File: config.mk
export PLATFORM = sky130hd
export DESIGN_NAME = hazard_ctrl
export DESIGN_NICKNAME = d
export VERILOG_FILES = /design/src/rtl/hazard_defs.sv /design/src/rtl/sat_counter.sv /design/src/rtl/hazard_ctrl.sv
export SDC_FILE = /design/constraint.sdc
export NUM_CORES = 1
export LEC_CHECK = 0
export ABC_AREA = 1
export CAP_MARGIN = 20
export CELL_PAD_IN_SITES_DETAIL_PLACEMENT = 1
export CELL_PAD_IN_SITES_GLOBAL_PLACEMENT = 2
export CORE_UTILIZATION = 14
export DETAILED_ROUTE_END_ITERATION = 12
export PLACE_DENSITY_LB_ADDON = 0.1
export SLEW_MARGIN = 20
export SYNTH_ARGS = -nofsm -noshare
export SYNTH_HDL_FRONTEND = slang
export SYNTH_SLANG_ARGS = --single-unit
File: constraint.sdc
create_clock -name clk -period 1.76 [get_ports clk]
set_input_delay 0.352 -clock clk [delete_from_list [all_inputs] [get_ports clk]]
set_output_delay 0.352 -clock clk [all_outputs]
set_load 0.05 [all_outputs]
File: src/rtl/hazard_defs.sv
// Shared encodings for the pipeline hazard controller: FSM states, forwarding selects, NOP.
// Also holds the forwarding priority function used for both ALU operands.
package hazard_defs;

  typedef enum logic [1:0] {
    StRun     = 2'd0,
    StMemWait = 2'd1,
    StError   = 2'd2
  } state_e;

  localparam logic [1:0]  FWD_RF    = 2'b00;
  localparam logic [1:0]  FWD_WB    = 2'b01;
  localparam logic [1:0]  FWD_EXM   = 2'b10;
  localparam logic [31:0] NOP_INSTR = 32'h0000_0013;

  // EX/MEM holds the newer result, so it is checked before MEM/WB.
  function automatic logic [1:0] fwd_sel(input logic       exm_wr,
                                         input logic [4:0] exm_rd,
                                         input logic       wb_wr,
                                         input logic [4:0] wb_rd,
                                         input logic [4:0] rs);
    if (exm_wr && (exm_rd != 5'd0) && (exm_rd == rs)) begin
      return FWD_EXM;
    end else if (wb_wr && (wb_rd != 5'd0) && (wb_rd == rs)) begin
      return FWD_WB;
    end
    return FWD_RF;
  endfunction

endpackage

File: src/rtl/sat_counter.sv
// Saturating up-counter: increments on inc_i, holds at all-ones, cleared by async rst.
module sat_counter #(
  parameter int unsigned W = 32
) (
  input  logic         clk,
  input  logic         rst,
  input  logic         inc_i,
  output logic [W-1:0] count_o
);

  logic [W-1:0] count_q, count_d;

  always_comb begin
    count_d = count_q;
    if (inc_i && (count_q != '1)) begin
      count_d = count_q + W'(1);
    end
  end

  always_ff @(posedge clk or posedge rst) begin
    if (rst) begin
      count_q <= '0;
    end else begin
      count_q <= count_d;
    end
  end

  assign count_o = count_q;

endmodule

File: src/rtl/hazard_ctrl.sv
// Hazard/sequencing controller for the 5-stage RV32I pipeline (stalls, redirects, memory waits).
// Performance counters are built only when HAZARD_PERF_CNT_EN is defined; otherwise tied to 0.
module hazard_ctrl
  import hazard_defs::*;
#(
  parameter int unsigned MEM_TIMEOUT = 16,
  parameter int unsigned CNT_W       = 32
) (
  input  logic             clk,
  input  logic             rst,
  input  logic [4:0]       id_rs1_i,
  input  logic [4:0]       id_rs2_i,
  input  logic             id_uses_rs1_i,
  input  logic             id_uses_rs2_i,
  input  logic [4:0]       ex_rs1_i,
  input  logic [4:0]       ex_rs2_i,
  input  logic [4:0]       ex_rd_i,
  input  logic             ex_mem_read_i,
  input  logic             redirect_valid_i,
  input  logic [4:0]       exm_rd_i,
  input  logic             exm_reg_write_i,
  input  logic             mem_access_i,
  input  logic             dmem_ready_i,
  input  logic [4:0]       wb_rd_i,
  input  logic             wb_reg_write_i,
  output logic             pc_write_o,
  output logic             if_id_write_o,
  output logic             if_id_flush_o,
  output logic             id_ex_bubble_o,
  output logic             pipe_freeze_o,
  output logic [1:0]       fwd_a_o,
  output logic [1:0]       fwd_b_o,
  output logic             mem_timeout_err_o,
  output logic [CNT_W-1:0] perf_stall_cycles_o,
  output logic [CNT_W-1:0] perf_flushes_o,
  output logic [CNT_W-1:0] perf_freeze_cycles_o
);

  localparam int unsigned WaitW = (MEM_TIMEOUT > 2) ? $clog2(MEM_TIMEOUT) : 1;

  state_e           state_q, state_d;
  logic [WaitW-1:0] wait_q, wait_d;

  logic load_use, mem_stall, freeze;

  assign load_use = ex_mem_read_i && (ex_rd_i != 5'd0) &&
                    ((id_uses_rs1_i && (id_rs1_i == ex_rd_i)) ||
                     (id_uses_rs2_i && (id_rs2_i == ex_rd_i)));
  assign mem_stall = mem_access_i && !dmem_ready_i;

  assign freeze = (state_q == StError) ||
                  ((state_q == StMemWait) && !dmem_ready_i) ||
                  ((state_q == StRun) && mem_stall);

  always_comb begin
    state_d = state_q;
    wait_d  = wait_q;
    unique case (state_q)
      StRun: begin
        if (mem_stall) begin
          state_d = StMemWait;
          wait_d  = WaitW'(1);
        end
      end
      StMemWait: begin
        if (dmem_ready_i) begin
          state_d = StRun;
          wait_d  = '0;
        end else if (wait_q == WaitW'(MEM_TIMEOUT - 1)) begin
          state_d = StError;
        end else begin
          wait_d = wait_q + WaitW'(1);
        end
      end
      StError: begin
        state_d = StError;
      end
      default: begin
        state_d = StRun;
        wait_d  = '0;
      end
    endcase
  end

  always_ff @(posedge clk or posedge rst) begin
    if (rst) begin
      state_q <= StRun;
      wait_q  <= '0;
    end else begin
      state_q <= state_d;
      wait_q  <= wait_d;
    end
  end

  // Mealy outputs; priority freeze > redirect > load-use > normal, all forced low in reset.
  always_comb begin
    pc_write_o     = 1'b0;
    if_id_write_o  = 1'b0;
    if_id_flush_o  = 1'b0;
    id_ex_bubble_o = 1'b0;
    pipe_freeze_o  = 1'b0;
    fwd_a_o        = FWD_RF;
    fwd_b_o        = FWD_RF;
    if (!rst) begin
      fwd_a_o = fwd_sel(exm_reg_write_i, exm_rd_i, wb_reg_write_i, wb_rd_i, ex_rs1_i);
      fwd_b_o = fwd_sel(exm_reg_write_i, exm_rd_i, wb_reg_write_i, wb_rd_i, ex_rs2_i);
      if (freeze) begin
        pipe_freeze_o = 1'b1;
      end else if (redirect_valid_i) begin
        pc_write_o     = 1'b1;
        if_id_flush_o  = 1'b1;
        id_ex_bubble_o = 1'b1;
      end else if (load_use) begin
        id_ex_bubble_o = 1'b1;
      end else begin
        pc_write_o    = 1'b1;
        if_id_write_o = 1'b1;
      end
    end
  end

  assign mem_timeout_err_o = (state_q == StError);

`ifdef HAZARD_PERF_CNT_EN
  logic stall_inc, flush_inc, freeze_inc;

  // A redirect also raises the bubble, so a stall cycle is a bubble without a flush.
  assign stall_inc  = id_ex_bubble_o && !if_id_flush_o;
  assign flush_inc  = if_id_flush_o;
  assign freeze_inc = pipe_freeze_o;

  sat_counter #(.W(CNT_W)) u_stall_cnt (
    .clk     (clk),
    .rst     (rst),
    .inc_i   (stall_inc),
    .count_o (perf_stall_cycles_o)
  );

  sat_counter #(.W(CNT_W)) u_flush_cnt (
    .clk     (clk),
    .rst     (rst),
    .inc_i   (flush_inc),
    .count_o (perf_flushes_o)
  );

  sat_counter #(.W(CNT_W)) u_freeze_cnt (
    .clk     (clk),
    .rst     (rst),
    .inc_i   (freeze_inc),
    .count_o (perf_freeze_cycles_o)
  );
`else
  assign perf_stall_cycles_o  = '0;
  assign perf_flushes_o       = '0;
  assign perf_freeze_cycles_o = '0;
`endif

endmodule

Word level (Yosys, flattened, before mapping)
Index checks and enable logic that the tools add are counted.
Storage, ports and cells
  bits in registers: 6
  output and inout bits: 106
Operators by class
  $add $sub $neg: 1
  equal/unequal tests: 12
  muxes and demuxes: 38
  bitwise operators: 1
  reductions and logical operators: 23
Operators with widths (number)
  equality test 5 bit: 6
  2-to-1 mux 1 bit: 22
  2-to-1 mux 2 bit: 11
  nonzero test 5 bit: 3
  logical AND 1 bit: 13
  2-to-1 mux 4 bit: 3
  case mux 4 bit (3 select lines): 1
  case mux 2 bit (3 select lines): 1
  adder 4 x 1 -> 4 bit (second input constant): 1
  equality test 4 bit (second input constant): 1
  logical OR 1 bit: 3
  inequality test 3 x 2 -> 1 bit (second input constant): 1
  inequality test 3 bit (second input constant): 1
  AND reduction 3 bit: 1
  equality test 2 x 1 -> 1 bit (second input constant): 1
  equality test 2 bit (second input constant): 1
  logical NOT 2 bit: 1
  inequality test 2 bit (second input constant): 1
  AND reduction 2 bit: 1
  logical NOT 1 bit: 1
  NOT 1 bit: 1

Longest topological paths before layout
  depth in word-level cells: 8
  mapped depth: 9
  gate-level depth less buffers: 9

Least setup slack after synthesis
OpenSTA, ideal clock, no wires.
  path type: register -> output
  from: register state_q[1]
  to: output pipe_freeze_o
  data arrival time: 1.562 ns
  required time: 1.408 ns
  slack: -0.154 ns
  cell stages (with the launch flop): 4
  buffers on the path: 0
  path through: dfrtp_1 > nor2_2 > inv_2 > a31oi_1
On the way
  word-level cells in the longest chain between the ends: 6
  elaborated cells between the ends (all ways): 9
  classes of those cells: 2 x eq/ne; 2 x mux; 5 x reduce/logical
RTL lines
  from (decl): RTL line hazard_ctrl.sv:41  | state_e state_q, state_d;
  from (signal assigned): RTL line hazard_ctrl.sv:87  | state_q <= StRun;
  from (signal assigned): RTL line hazard_ctrl.sv:90  | state_q <= state_d;
  equality test 2 x 1 -> 1 bit: RTL line hazard_ctrl.sv:52  | ((state_q == StMemWait) && !dmem_ready_i) ||
  logical AND 1 bit: RTL line hazard_ctrl.sv:52
  logical OR 1 bit: RTL line hazard_ctrl.sv:51  | assign freeze = (state_q == StError) ||
  logical OR 1 bit *: RTL line hazard_ctrl.sv:52
  2-to-1 mux 1 bit *: RTL line hazard_ctrl.sv:107  | if (freeze) begin
  2-to-1 mux 1 bit *: RTL line hazard_ctrl.sv:104  | if (!rst) begin
  to (decl): RTL line hazard_ctrl.sv:30  | output logic pipe_freeze_o,
Mark *: on every way between the ends. The rest lies on a longest branch, timed or not.

Worst setup path in the final report
Ends and elaborated chain as after synthesis.

==> impl_metrics.py <==
metrics = {
    "outcome": {
        "outcome": "finished, violations left",
        "violations": "DRC",
    },
    "routing": {
        "routed_wl_um": 4550,
        "num_vias": 1478,
        "drtIter0Drc": 37,
        "first_pass_iters": 8,
        "ant_nets": 0,
        "drc": 26,
        "post_drt_via_cell_ratio": 3.07,
        "wl_per_cell_um": 9.47,
    },
    "layout": {
        "area_growth_syn_to_layout_pct": 44.2,
        "design_area_um2": 2410,
        "n_antenna_cell": 0,
        "layout_common_cells": "conb_1, nand2_1, inv_1, buf_4",
        "layoutNonFillerInstCount": 481,
        "final_common_cell": "conb_1",
        "nets": 386,
        "drive_gt1_frac": 0.314,
        "fillers": 1448,
    },
    "timing": {
        "period_share": 0.996,
        "fmax_mhz": 571,
        "drv_slew": 0,
        "finalSetupViolations": 0,
        "finalClockSkew_ns": 0.00135,
        "period_minus_slack_ns": 1.75,
        "finalHoldViolCount": 0,
        "rsz0062_at_grt": "true",
    },
    "placement": {
        "place.port_buffers": 54,
        "dp_hpwl_um": 4060,
        "gp_congestion": 0.645,
        "dp_cells": 476,
        "placed_area_um2": 2240,
    },
    "worst_setup_path": {
        "crit_path_end_kind": "output port",
        "r2r_end": "wait_q[3]$_DFFE_PP0P_",
        "worstPathRequired_ns": 1.41,
        "worstSetupPathType": "reg -> out",
        "rrSetupSlack_ns": 0.41,
        "reg2regPathDepth": 8,
        "arrival_ns": 1.40,
        "crit_fanout": 4,
        "reg2reg_from": "wait_q[0]$_DFFE_PP0P_",
        "start_kind": "flip-flop",
    },
    "power": {
        "p_leak_nw": 1.29,
        "irDropWorstVdd_uv": 427,
        "power.density_nw_per_um2": 508,
        "fin_total_pwr_mw": 1.22,
    },
    "clocking": {
        "clockRootBuffer": "clkbuf_16",
        "numClockSinks": 6,
        "cts_hold_buf": 0,
        "cts_tree": "done",
        "cts_htree_levels": 1,
        "clk_pin_slew_worst_paths_ns": 0.03,
        "numCtsBuffers": 3,
        "cts_buffer_depth": 2,
        "clk_latency_ns": 0.23,
    },
    "synth": {
        "synth.distinct_cells": 26,
        "ys_seq_area_frac": 0.0900,
        "synthCells": 267,
        "syn_area_um2": 1670,
        "ys_ff_latch": 6,
        "synth.yosys.warnings": 0,
        "syn_avg_cell_area_um2": 6.25,
    },
    "die": {
        "core_um2": 11500,
        "die_x_um": 111,
        "start_util": 0.145,
        "io_pins": 151,
        "fp-row-count": 39,
        "die_h_um": 111,
        "die_area_um2": 12400,
    },
    "flow_run": {
        "maxCapViolations": 0,
    },
    "global_route": {
        "grt_pass1_wl_um": 6930,
        "grt_remaining_overflow": 0,
        "grt_start_max_net_pins": 7,
        "antenna_found_initial": 0,
        "grt_usage": 0.0700,
        "first_global_vias": 1355,
    },
    "min_path": {
        "holdCritPathClass": "in -> async",
    },
}
==> cells in the mapped netlist (all sizes together) <==
cell,instances,share of area
ha,1,0.0075
nor2,26,0.066
a22oi,1,0.0075
xor2,11,0.058
nor3,2,0.0060
xnor2,4,0.021
conb,1,0.0022
o21a,1,0.0045
inv,33,0.074
nand3,15,0.045
o21ai,9,0.027
a31oi,1,0.0038
nor2b,1,0.0038
nand4,2,0.0075
dfrtp,6,0.090
buf,96,0.43
a21oi,3,0.011
or2,2,0.0075
nand2,52,0.13
==> area by class of cell <==
cell class	count	area, um2	area share
clock buffers	3	75.1	0.0312
inverters	33	124	0.0515
multi-input cells	227	1210	0.504
flip-flops and latches	6	151	0.0629
well taps	143	179	0.0744
repair buffers	69	663	0.276
==> kinds of logic (layout without fill, tap and decap cells) <==
| family | after synthesis | after routing | synth area share |
|---|---|---|---|
| AOI/OAI and AO/OA | 15 | 15 | 0.0540 |
| xor gates and xnor gates | 15 | 15 | 0.0787 |
| adders and majority gates | 1 | 1 | 0.00750 |
| buffers and inverters | 129 | 105 | 0.506 |
| DFF | 6 | 6 | 0.0900 |
| other | 1 | 96 | 0.00225 |
| and+or+nand+nor | 100 | 100 | 0.262 |
==> sequential cells by signal, indices dropped and copies added, names as in the netlist <==
register and count:
state_q 2, wait_q 4
==> metrics by stage <==
stage | hold WS (ns) | utilization | setup TNS (ns) | setup slack [ns]
final | 0.259 | 0.209 | 0 | 0.00762
after global routing | 0.311 | 0.209 | -0.288 | -0.0606
after CTS | 0.318 | 0.207 | -0.0738 | -0.0308
after detailed placement | 0.545 | 0.194 | -3.26 | -0.409
after global placement | 0.545 | 0.194 | -3.34 | -0.411
after floorplan | 0.149 | - | 0 | 0.0579
==> power by group <==
group          switching, mW  internal (mW)
Clock                 0.0769          0.292
Sequential                 0          0.139
Combinational          0.584          0.130
Total                  0.661          0.560
==> timing repair <==
action                     CTS  global route
setup buffers                2             0
pin swaps                   38            34
hold endpoints to repair     0             0
setup endpoints to repair    9             9
gates resized for setup    124            37
==> how the worst max path moves through the flow <==
| stage | startpoint | endpoint | slack, ns |
|---|---|---|---|
| global placement | ex_rd_i[3] | pc_write_o | -0.41 |
| CTS | state_q[0]$_DFFE_PP0P_ | if_id_write_o | -0.03 |
| global route | state_q[1]$_DFFE_PP0P_ | id_ex_bubble_o | -0.06 |
| finish | state_q[1]$_DFFE_PP0P_ | pipe_freeze_o | 0.008 |
| floorplan | exm_rd_i[0] | fwd_b_o[1] | 0.06 |
| detailed placement | ex_rd_i[3] | pc_write_o | -0.41 |
==> per-layer routing <==
layer,global-route usage,vias up,part of all wire
met1,0.0911,637,0.43
met5,0,-,0
met2,0.120,72,0.49
li1,-,764,-
met4,0.0135,0,0.0066
met3,0.0137,5,0.074
==> worst max-delay path, stage by stage (launching register included) <==
cell,delay [ns]
dfrtp_2,0.44
nor2_2,0.14
nand3_2,0.12
buf_4,0.16
a31oi_4,0.16
buf_12,0.16
No activity file was read; power rests on OpenSTA's default activity.
